## src/rtl/fetch_prefetch_unit.sv

```systemverilog
// Instruction prefetch queue feeding IF/ID.
// One outstanding imem read; redirects flush all but the delay-slot head.
module fetch_prefetch_unit #(
  parameter int unsigned DEPTH    = 4,
  parameter logic [31:0] RESET_PC = 32'h0000_0000
) (
  input  logic        clk,
  input  logic        rst_n,
  input  logic        wpcir,
  input  logic        redirect,
  input  logic [31:0] redirect_pc,
  output logic        imem_req,
  output logic [31:0] imem_addr,
  input  logic        imem_ack,
  input  logic [31:0] imem_rdata,
  output logic [31:0] inst,
  output logic [31:0] pc4,
  output logic        inst_valid
);

  localparam int PW = $clog2(DEPTH);
  localparam int CW = $clog2(DEPTH) + 1;

  typedef enum logic [1:0] {
    IDLE,
    WAIT,
    DROP
  } state_e;

  state_e          state_q, state_d;
  logic [31:0]     pc_q, pc_d;
  logic [31:0]     addr_q, addr_d;
  logic [PW-1:0]   rd_q, rd_d;
  logic [PW-1:0]   wr_q, wr_d;
  logic [CW-1:0]   cnt_q, cnt_d;
  logic [31:0]     inst_mem [DEPTH];
  logic [31:0]     pc4_mem  [DEPTH];

  logic        pop;
  logic        ack;
  logic        push;
  logic        keep;
  logic        room;
  logic [31:0] pc_sel;

  assign inst_valid = (cnt_q != '0);
  assign inst       = inst_valid ? inst_mem[rd_q] : '0;
  assign pc4        = inst_valid ? pc4_mem[rd_q] : '0;
  assign imem_req   = (state_q != IDLE);
  assign imem_addr  = addr_q;

  always_comb begin
    pop    = inst_valid & wpcir;
    ack    = imem_ack & (state_q != IDLE);
    push   = ack & (state_q == WAIT) & ~redirect;
    keep   = inst_valid & ~wpcir;
    pc_sel = redirect ? redirect_pc : pc_q;
    rd_d   = rd_q + PW'(pop);
    if (redirect) begin
      // only an unconsumed head (delay slot) survives
      wr_d  = rd_d + PW'(keep);
      cnt_d = CW'(keep);
    end else begin
      wr_d  = wr_q + PW'(push);
      cnt_d = cnt_q + CW'(push) - CW'(pop);
    end
    room = (cnt_d < CW'(DEPTH));
  end

  always_comb begin
    state_d = state_q;
    addr_d  = addr_q;
    pc_d    = pc_sel;
    if (state_q == IDLE || ack) begin
      if (room) begin
        state_d = WAIT;
        addr_d  = pc_sel;
        pc_d    = pc_sel + 32'd4;
      end else begin
        state_d = IDLE;
      end
    end else if (redirect) begin
      state_d = DROP;
    end
  end

  always_ff @(posedge clk or negedge rst_n) begin
    if (!rst_n) begin
      state_q <= IDLE;
      pc_q    <= RESET_PC;
      addr_q  <= RESET_PC;
      rd_q    <= '0;
      wr_q    <= '0;
      cnt_q   <= '0;
    end else begin
      state_q <= state_d;
      pc_q    <= pc_d;
      addr_q  <= addr_d;
      rd_q    <= rd_d;
      wr_q    <= wr_d;
      cnt_q   <= cnt_d;
    end
  end

  always_ff @(posedge clk) begin
    if (push) begin
      inst_mem[wr_q] <= imem_rdata;
      pc4_mem[wr_q]  <= addr_q + 32'd4;
    end
  end

endmodule

```

## config.mk

```make
export PLATFORM = sky130hd
export DESIGN_NAME = fetch_prefetch_unit
export DESIGN_NICKNAME = d
export VERILOG_FILES = /design/src/rtl/fetch_prefetch_unit.sv
export SDC_FILE = /design/constraint.sdc
export NUM_CORES = 1
export LEC_CHECK = 0
export ABC_CLOCK_PERIOD_IN_PS = 6600
export CORE_MARGIN = 3
export CORE_UTILIZATION = 25
export CTS_CLUSTER_DIAMETER = 150
export DETAILED_ROUTE_END_ITERATION = 12
export SYNTH_ARGS = -nofsm -noshare
export SYNTH_HDL_FRONTEND = slang
export SYNTH_SLANG_ARGS = --single-unit
```

## constraint.sdc

```tcl
create_clock -name clk -period 6.6 [get_ports clk]
set_clock_uncertainty 0.1 [all_clocks]
set_input_delay 1.32 -clock clk [delete_from_list [all_inputs] [get_ports clk]]
set_output_delay 1.32 -clock clk [all_outputs]
set_load 0.01 [all_outputs]
```

**Word-level counts from Yosys, hierarchy flattened**

Memory sizes are Yosys's and may differ from the RTL's.
Cells that the tools add are included.

- Multiplexer cells: 12
- $lt $le $gt $ge: 1
- Add/subtract/negate cells: 7
- Equality and inequality tests: 1
- Reductions and logical operators: 6
- Bitwise operators: 7

Operators by type and width:

| operator | number |
|---|---|
| 2-to-1 mux 32 bit | 5 |
| adder 32 x 3 -> 32 bit, second input constant | 2 |
| adder 2 x 1 -> 2 bit | 3 |
| 2-to-1 mux 2 bit | 3 |
| bitwise AND 1 bit | 5 |
| nonzero test 2 bit | 2 |
| adder 3 x 1 -> 3 bit | 1 |
| < comparator 3 bit, second input constant | 1 |
| 2-to-1 mux 1 bit | 3 |
| 2-to-1 mux 3 bit | 1 |
| nonzero test 3 bit | 1 |
| subtractor 3 x 1 -> 3 bit | 1 |
| == test 2 x 1 -> 1 bit, second input constant | 1 |
| zero test 2 bit | 1 |
| inverter 1 bit | 2 |
| AND reduction 2 bit | 1 |
| logical OR 1 bit | 1 |

- Flip-flop bits (word level): 73
- Input bits: 69
- RAM bits: 256
- Output and inout port bits: 98
- Memories kept: 2
- Logic and storage cells: 42

Memories:

| memory | depth | width | read ports | clocked after Yosys merged registers in | write ports | line | source |
|---|---|---|---|---|---|---|---|
| inst_mem | 4 | 32 | 1 | 0 | 1 | 36 | `logic [31:0] inst_mem [DEPTH];` |
| pc4_mem | 4 | 32 | 1 | 0 | 1 | 37 | `logic [31:0] pc4_mem [DEPTH];` |

**Logic depth before layout (Yosys ltp)**

Gate-level depths: netlist of the first run.

- Word-level depth: 10
- Depth in mapped cells: 18
- Depth with buffers taken out: 13

**Worst setup path after synthesis of the first run**

OpenSTA, ideal clock, no wires.

- Kind: input port to flip-flop
- Start point: in redirect
- End point: mem inst_mem[1][0], enable pin
- Stages: 7
- Required time: 5.922 ns
- Path buffers: 4
- Slack: -0.945 ns
- Arrival: 6.867 ns
- Setup time: 0.578 ns
- Cell sequence: buf_6 > buf_12 > buf_6 > buf_2 > nor2_1 > nand3_1 > nor3b_1

- Cells in the longest elaborated chain, start to end: 4

Ends and longest elaborated chain:

| what | line | source |
|---|---|---|
| from (decl) | 10 | `input logic redirect,` |
| inverter 1 bit | 55 | `push = ack & (state_q == WAIT) & ~redirect;` |
| bitwise AND 1 bit | 55 |  |
| 2-to-1 mux 1 bit | 106 | `if (push) begin` |
| 2-to-1 mux 1 bit (not written as such) | 107 | `inst_mem[wr_q] <= imem_rdata;` |
| to (decl) | 36 |  |

Every way passes these cells.

**Final worst setup path of the first run**

- Start point: reg rd_q[0]
- End point: out pc4[18]

- Cells in the longest elaborated chain, start to end: 2

Ends and longest elaborated chain:

| what | line | source |
|---|---|---|
| from (decl) | 33 | `logic [PW-1:0] rd_q, rd_d;` |
| from (signal assigned) | 99 | `rd_q <= rd_d;` |
| memory (4 x 32 bit) | - |  |
| 2-to-1 mux 32 bit | 48 | `assign pc4 = inst_valid ? pc4_mem[rd_q] : '0;` |
| to (decl) | 17 | `output logic [31:0] pc4,` |

Every way passes these cells.

==> impl_results.md, run 1 <==
* Sw Pwr at ~2.4 mW
* Cell Rows at 85
* Most common cell after layout, fill and taps aside: edfxtp_1
* Sw frac at 0.314
* Lkg Pwr at 5.95 nW
* Synth area leader: edfxtp_1
* CTS root buf: clkbuf_16
* Reg2reg end: pc_q[27]
* Synth Area in XOR/XNOR at 0.0429
* YS warnings at 0
* Chip Width at 241 um
* Mux share of post-synthesis cell area at 0.128
* Setup-failing EPs final at 0
* Most frequent cells in the layout: 256 x edfxtp_1, 164 x clkdlybuf4s50_1, 71 x dfrtp_1, 67 x nand2_1, 67 x and2_1
* Placed cell area at 0.0163 mm^2
* DR vias/cell at approximately 4.4
* Remaining Overflow, GRT at 0
* Number of global-route vias before repair at 8140
* Slew Limit Fails at 0
* Clock tree from TritonCTS: yes
* Minimum clock period at 4.54 ns
* Max-cap viol count at 0
* Synth Register Bits at around 330
* Internal power at 5.29 mW
* Final nets at approximately 1.1k
* WHS Path Cells at 1
* R2R Setup Slk at 2.59 ns
* Post-CTS Resized at 0
* Met1 usage at 0.155
* Status: finished, final reports clean
* Starting DRC count in detailed routing at 400
* Die ar. at 0.0582 mm^2
* Final ANT Viol Nets at 0
* Wirelength per Cell at 18.9 um
* Asr flop ratio synth at 0.222
* Antenna diodes at 0
* Final hold viol count at 0
* Crit-path leading delay family: buffers and inverters
* Startpoint Class: flip-flop
* Routed WL at 33.1 mm
* Syn nets at 925
* DP HPWL at 21.2 mm
* Syn avg cell area at 16.3 um^2
* HP Class: flip-flop to flip-flop
* WP buf/inv at 2
* CP peak stage delay at 0.82 ns
* Syn-to-layout area delta at 27.0%
* Highest clock rate at 220 MHz
* Post-CTS Setup Inserts at 0
* Design Area, Final at 0.0176 mm^2
* CP Depth at 4
* Required arrival time at the worst endpoint at about 5.2 ns
* Met2 GRT Util at 0.179
* Residual DRC count at 0
* Final Wtd Congestion at 0.785
* CP endpoint kind: primary output
* PwrDens at 439 mW/mm^2
* Post-synth EDFFs at about 260
* Post-synthesis cell area at 0.0138 mm^2
* Clock share of power at 0.275
* Crit-path cells: buf_4, mux4_2, and2_1, clkdlybuf4s50_1
* Crit path DAT at ~3.1 ns
* Longest Clk Path Bufs at 3
* Critical path type: flip-flop to primary output
* Worst-Margin Slew at 1.07 ns
* Synth top area cells: edfxtp_1 56%, dfrtp_1 13%, mux4_2 10%
* Synth Area in Compound Gates at 0.0251
* Sequential area share after synthesis at 0.688
* Post-Synthesis Cells at 850
* Initial antenna violation count at 1
* Netlist cell types at 51
* Worst vdd ir at 0.000213 V
* Largest family of logic cells by synthesized area: multiplexers
* R2R Path Start: cnt_q[1]
* Fill count at 5253
* CTS sink cnt at 329
* CTS Hold Bufs at 0
* Area of the multi-input gates at 0.00413 mm^2
* Final core occ at 0.324
* CP Launch Point: rd_q[0]
* Max-Slew Margin vs Limit at 0.284
* Worst reg2reg path depth at 12
* DR vias at 7766
* CP Capture Point: pc4[18]
* Simple-gate share of the synthesized area at 0.0929
* Die Ht at ~240 um
* Flop pwr share at 0.397
* GRT busiest layer: met2
* CTS H-Tree Depth at 2
* Primary FF master, synth: edfxtp_1
* Largest net degree at the start of global routing at 81
* RSZ-0062 raised after global routing: no
* CTS Buf Count at 39
* Num ports at 167
* Port bufs at 166
* M3 GR Usage at 0.0320
* Pre-antenna DRT Iters at 4
* Reg clk slew, reported paths at roughly 0.060 ns
* Share of the synthesized area in the top cell type at 0.556
* Clk_lat worst skew at ~0.54 ns
* First-pass GRT wire length at 49.7 mm
* Slowest stage cell, crit path: dfrtp_4
* Combinational power share at 0.328
* Core ar. at 0.0542 mm^2
* Layout cell share with drive strength beyond 1 at 0.152
* CP max FO at 27
* Final Cycle Share at 0.688
* Global Route Usage Sum at 0.113
* Setup TNS at 0 ns
* Initial Utilization at 0.255
* Adder-Cell Fraction of Synth Area at 0.00597
* Storage cell area at 0.00952 mm^2
layer usage:
layer,routed length (um),vias up
li1,-,3577
met3,2050,45
met4,685,0
met2,15200,200
met1,15100,3944
met5,0,-
area by class of cell:
type / instances / area share
timing repair buffer: 176 / 0.0985
inverter: 10 / 0.00214
multi-input combinational: 471 / 0.235
tap: 696 / 0.0496
clock buffer: 47 / 0.0608
clock inverter: 23 / 0.0117
sequential: 329 / 0.542
logic make-up (layout without fill, tap and decap cells):
group,Yosys count,count (layout)
buffers and inverters,50,256
and+or+nand+nor,243,243
DFF,329,329
AOI/OAI and AO/OA,60,60
muxes,96,96
xor gates and xnor gates,66,66
adders and majority gates,6,6
worst min path at each step:
stage	from	endpoint	slack, ns
after floorplan	pc_q[0]	pc_q[0]	0.37
after global placement	pc_q[1]	pc_q[1]	0.40
after detailed placement	pc_q[1]	pc_q[1]	0.41
after CTS	pc_q[1]	pc_q[1]	0.42
after global routing	pc_q[1]	pc_q[1]	0.44
final	pc_q[1]	pc_q[1]	0.41
stage by stage:
| stage | worst slack (ns) | total power, mW | std cells | hold slack, ns |
|---|---|---|---|---|
| after global routing | 1.81 | 8.17 | 1752 | 0.445 |
| after detailed placement | 1.59 | 5.71 | 1682 | 0.408 |
| after floorplan | 0.993 | 4.34 | 850 | 0.372 |
| final | 2.06 | 7.71 | 1752 | 0.413 |
| after CTS | 1.89 | 7.88 | 1752 | 0.421 |
| after global placement | 1.69 | 5.67 | 1682 | 0.403 |
cell usage after synthesis (all sizes together) (2+ instances only):
cell type  instances
a21oi             11
nand3             24
nor4b              2
inv               10
mux2i             27
xnor2             34
nand4             12
nor3              11
nand2             68
or2                4
buf               18
mux4              64
clkbuf            22
nor3b              2
edfxtp           256
o21ai             35
xor2              31
a32oi              5
nand4b             3
nand3b             3
and3               9
mux2               5
and4               3
dfrtp             73
nor2b              8
ha                 5
nor2              24
a21boi             2
and2              67
a22oi              2
power by group through the flow:
stage | clock network [mW] | registers [mW] | logic, mW
floorplan | 0 | 2.89 | 1.45
global placement | 0 | 3.10 | 2.56
detailed placement | 0 | 3.11 | 2.59
CTS | 2.20 | 3.07 | 2.60
global route | 2.28 | 3.12 | 2.77
finish | 2.12 | 3.06 | 2.53
sequential cells by signal, indices dropped and copies added (netlist names):
signal and cells:
rd_q 2, state_q 2, pc4_mem 128, cnt_q 3, wr_q 2, inst_mem 128
pc_q 32, imem_addr 32
(Power assumes the default switching activity.)
==> run 2: changes to the inputs <==
--- a/config.mk
+++ b/config.mk
@@ -5,7 +5,7 @@
 export SDC_FILE = /design/constraint.sdc
 export NUM_CORES = 1
 export LEC_CHECK = 0
-export ABC_CLOCK_PERIOD_IN_PS = 6600
+export ABC_CLOCK_PERIOD_IN_PS = 3650
 export CORE_MARGIN = 3
 export CORE_UTILIZATION = 25
 export CTS_CLUSTER_DIAMETER = 150
==> constraint.sdc (replaced) <==
create_clock -name clk -period 3.65 [get_ports clk]
set_clock_uncertainty 0.1 [all_clocks]
set_input_delay 0.73 -clock clk [delete_from_list [all_inputs] [get_ports clk]]
set_output_delay 0.73 -clock clk [all_outputs]
set_load 0.01 [all_outputs]
==> run 2 against run 1 <==
  * Total power up 85%
  * First-iteration DRC count is 40% higher
  * Sequential cell count did not move
  * Critical path type unchanged
  * Critical endpoint unchanged
  * Largest cell class unchanged
==> impl_results.md, run 2 (same netlist as run 1, synthesis figures left out) <==
* Hold Slack at 0.230 ns (was 0.413 ns)
* Layout cell share with drive strength beyond 1 at 0.167 (was 0.152)
* CTS Buf Count at 39 (unchanged)
* PwrDens at 799 mW/mm^2 (was 439 mW/mm^2)
* Non-Filler Instances at 1771 (was 1752)
* HP Class: input port to async pin (was flip-flop to flip-flop)
* CTS Hold Bufs at 0 (unchanged)
* CTS H-Tree Depth at 2 (unchanged)
* Residual DRC count at 0 (unchanged)
* Status: finished, final reports clean (unchanged)
* CP endpoint kind: primary output (unchanged)
* Die ar. at 0.0582 mm^2 (unchanged)
* DR vias/cell at 4.42 (was 4.43)
* DR vias at 7821 (was 7766)
* WP buf/inv at 2 (unchanged)
* Initial Utilization at 0.255 (unchanged)
* Syn-to-layout area delta at 29.1% (was 27.0%)
* Slew Limit Fails at 0 (unchanged)
* Setup-failing EPs final at 0 (unchanged)
* Highest clock rate at 288 MHz
* CTS root buf: clkbuf_16 (unchanged)
* Internal power at 9.88 mW (was 5.29 mW)
* Most frequent cells in the layout: 256 x edfxtp_1, 164 x clkdlybuf4s50_1, 71 x dfrtp_1, 67 x nand2_1, 67 x and2_1 (unchanged)
* Flop pwr share at 0.373 (was 0.397)
* Clock share of power at 0.279 (was 0.275)
* R2R Setup Slk at 0.41 ns (was 2.59 ns)
* Combinational power share at 0.347 (was 0.328)
* Largest regs: inst_mem (128), pc4_mem (128) (unchanged)
* Sw frac at 0.308 (was 0.314)
* Chip Width at 241 um (unchanged)
* CTS sink cnt at 329 (unchanged)
* CP peak stage delay at 0.58 ns (was 0.82 ns)
* Pre-antenna DRT Iters at 5 (was 4)
* Num ports at 167 (unchanged)
* Largest net degree at the start of global routing at 81 (unchanged)
* Dpl cells at 1700 (was 1682)
* Cell Rows at 85 (unchanged)
* Number of global-route vias before repair at 8034 (was 8140)
* Most common cell after layout, fill and taps aside: edfxtp_1 (unchanged)
* Sw Pwr at 4.40 mW (was 2.42 mW)
* Post-CTS Resized at 0 (unchanged)
* DP HPWL at 21.5 mm (was 21.2 mm)
* Initial antenna violation count at 2 (was 1)
* Crit-path leading delay family: buffers and inverters (unchanged)
* Final ANT Viol Nets at 0 (unchanged)
* Lkg Pwr at 6.09 nW (was 5.95 nW)
* Required arrival time at the worst endpoint at 2.82 ns (was 5.18 ns)
* CP max FO at 67 (was 27)
* Power, Total at 14.3 mW (was 7.71 mW)
* Longest Clk Path Bufs at 3 (unchanged)
* Wirelength per Cell at 18.5 um (was 18.9 um)
* Worst-Margin Slew at 0.952 ns (was 1.07 ns)
* Global Route Usage Sum at 0.113 (about the same)
* Startpoint Class: flip-flop (unchanged)
* Final Cycle Share at 0.951
* Routed WL at 32.7 mm (was 33.1 mm)
* Clk_lat worst skew at 0.55 ns (was 0.54 ns)
* Worst vdd ir at 0.000360 V (was 0.000213 V)
* Die Ht at 241 um (unchanged)
* RSZ-0062 raised after global routing: no (unchanged)
* Area of the multi-input gates at 0.00415 mm^2 (was 0.00413 mm^2)
* Slowest stage cell, crit path: clkdlybuf4s50_1 (was dfrtp_4)
* Max-cap viol count at 0 (unchanged)
* Max-Slew Margin vs Limit at 0.365 (was 0.284)
* Final nets at 1120 (was 1102)
* Starting DRC count in detailed routing at 558 (was 400)
* Final hold viol count at 0 (unchanged)
* Remaining Overflow, GRT at 0 (unchanged)
* Fill count at 5271 (was 5253)
* Crit-path cells: or3_2, buf_4, and2_1, clkdlybuf4s50_1 (was buf_4, mux4_2, and2_1, clkdlybuf4s50_1)
* Port bufs at 166 (unchanged)
* Reg clk slew, reported paths at 0.06 ns (about the same)
* Clock tree from TritonCTS: yes (unchanged)
* Final Wtd Congestion at 0.771 (was 0.785)
* Core ar. at 0.0542 mm^2 (unchanged)
* Critical path type: flip-flop to primary output (unchanged)
* Storage cell area at 0.00952 mm^2 (unchanged)
* Post-CTS Setup Inserts at 0 (unchanged)
* First-pass GRT wire length at 49.1 mm (was 49.7 mm)
* Minimum clock period at 3.47 ns
* Crit path DAT at 2.64 ns (was 3.12 ns)
-- run 2: power by group through the flow --
| stage | sequential [mW] | combinational [mW] | clock [mW] |
|---|---|---|---|
| finish | 5.33 | 4.96 | 3.99 |
| global route | 5.40 | 5.44 | 4.28 |
| CTS | 5.34 | 5.11 | 4.14 |
| detailed placement | 5.41 | 5.10 | 0 |
| global placement | 5.39 | 5.03 | 0 |
| floorplan | 5.23 | 2.63 | 0 |
-- run 2: worst paths after layout --
path / start / to / cells past startpoint
worst max-delay path: cnt_q[1] / pc4[18] / 4
worst min-delay path: rst_n / imem_addr[31] / 1
worst min register to register: pc_q[1] / pc_q[1] / 1
max in group asynchronous: rst_n / rd_q[1] / 1
min in group clk: pc_q[1] / pc_q[1] / 1
worst max register to register: cnt_q[1] / pc_q[27] / 11
-- run 2: final cells by class --
type,instances,share of cell area
multi-input cells,471,0.232
clock inverters,25,0.0179
repair buffers,194,0.110
clock buffers,45,0.0559
well taps,696,0.0488
diodes,1,0.000140
flip-flops and latches,329,0.533
inverters,10,0.00210
-- run 2: worst reg2reg max path, delay by kind of cell, from the launching register on --
family | cells | cell delay [ns]
and+or+nand+nor | 6 | 1.53
adders and majority gates | 2 | 0.58
DFF | 1 | 0.41
xor gates and xnor gates | 2 | 0.37
AOI/OAI and AO/OA | 1 | 0.18
-- run 2: routing by layer --
layer	wire length [um]	vias to the layer above	share of wire	track usage
li1	-	3602	-	-
met1	14700	3941	0.45	0.152
met4	828	0	0.025	0.0382
met2	15000	218	0.46	0.176
met5	0	-	0	0
met3	2190	60	0.067	0.0298
-- run 2: stage by stage --
| step | cell area, um^2 | TNS, ns | setup WS, ns | util |
|---|---|---|---|---|
| 2_1_floorplan | 13900 | 0 | 0.00505 | - |
| 3_3_place_gp | 16500 | -0.0494 | -0.0494 | 0.305 |
| 3_5_place_dp | 16500 | -0.272 | -0.108 | 0.305 |
| 4_1_cts | 17900 | 0 | 0.0917 | 0.329 |
| 5_1_grt | 17900 | 0 | 0.0278 | 0.329 |
| 6_report | 17900 | 0 | 0.178 | 0.329 |
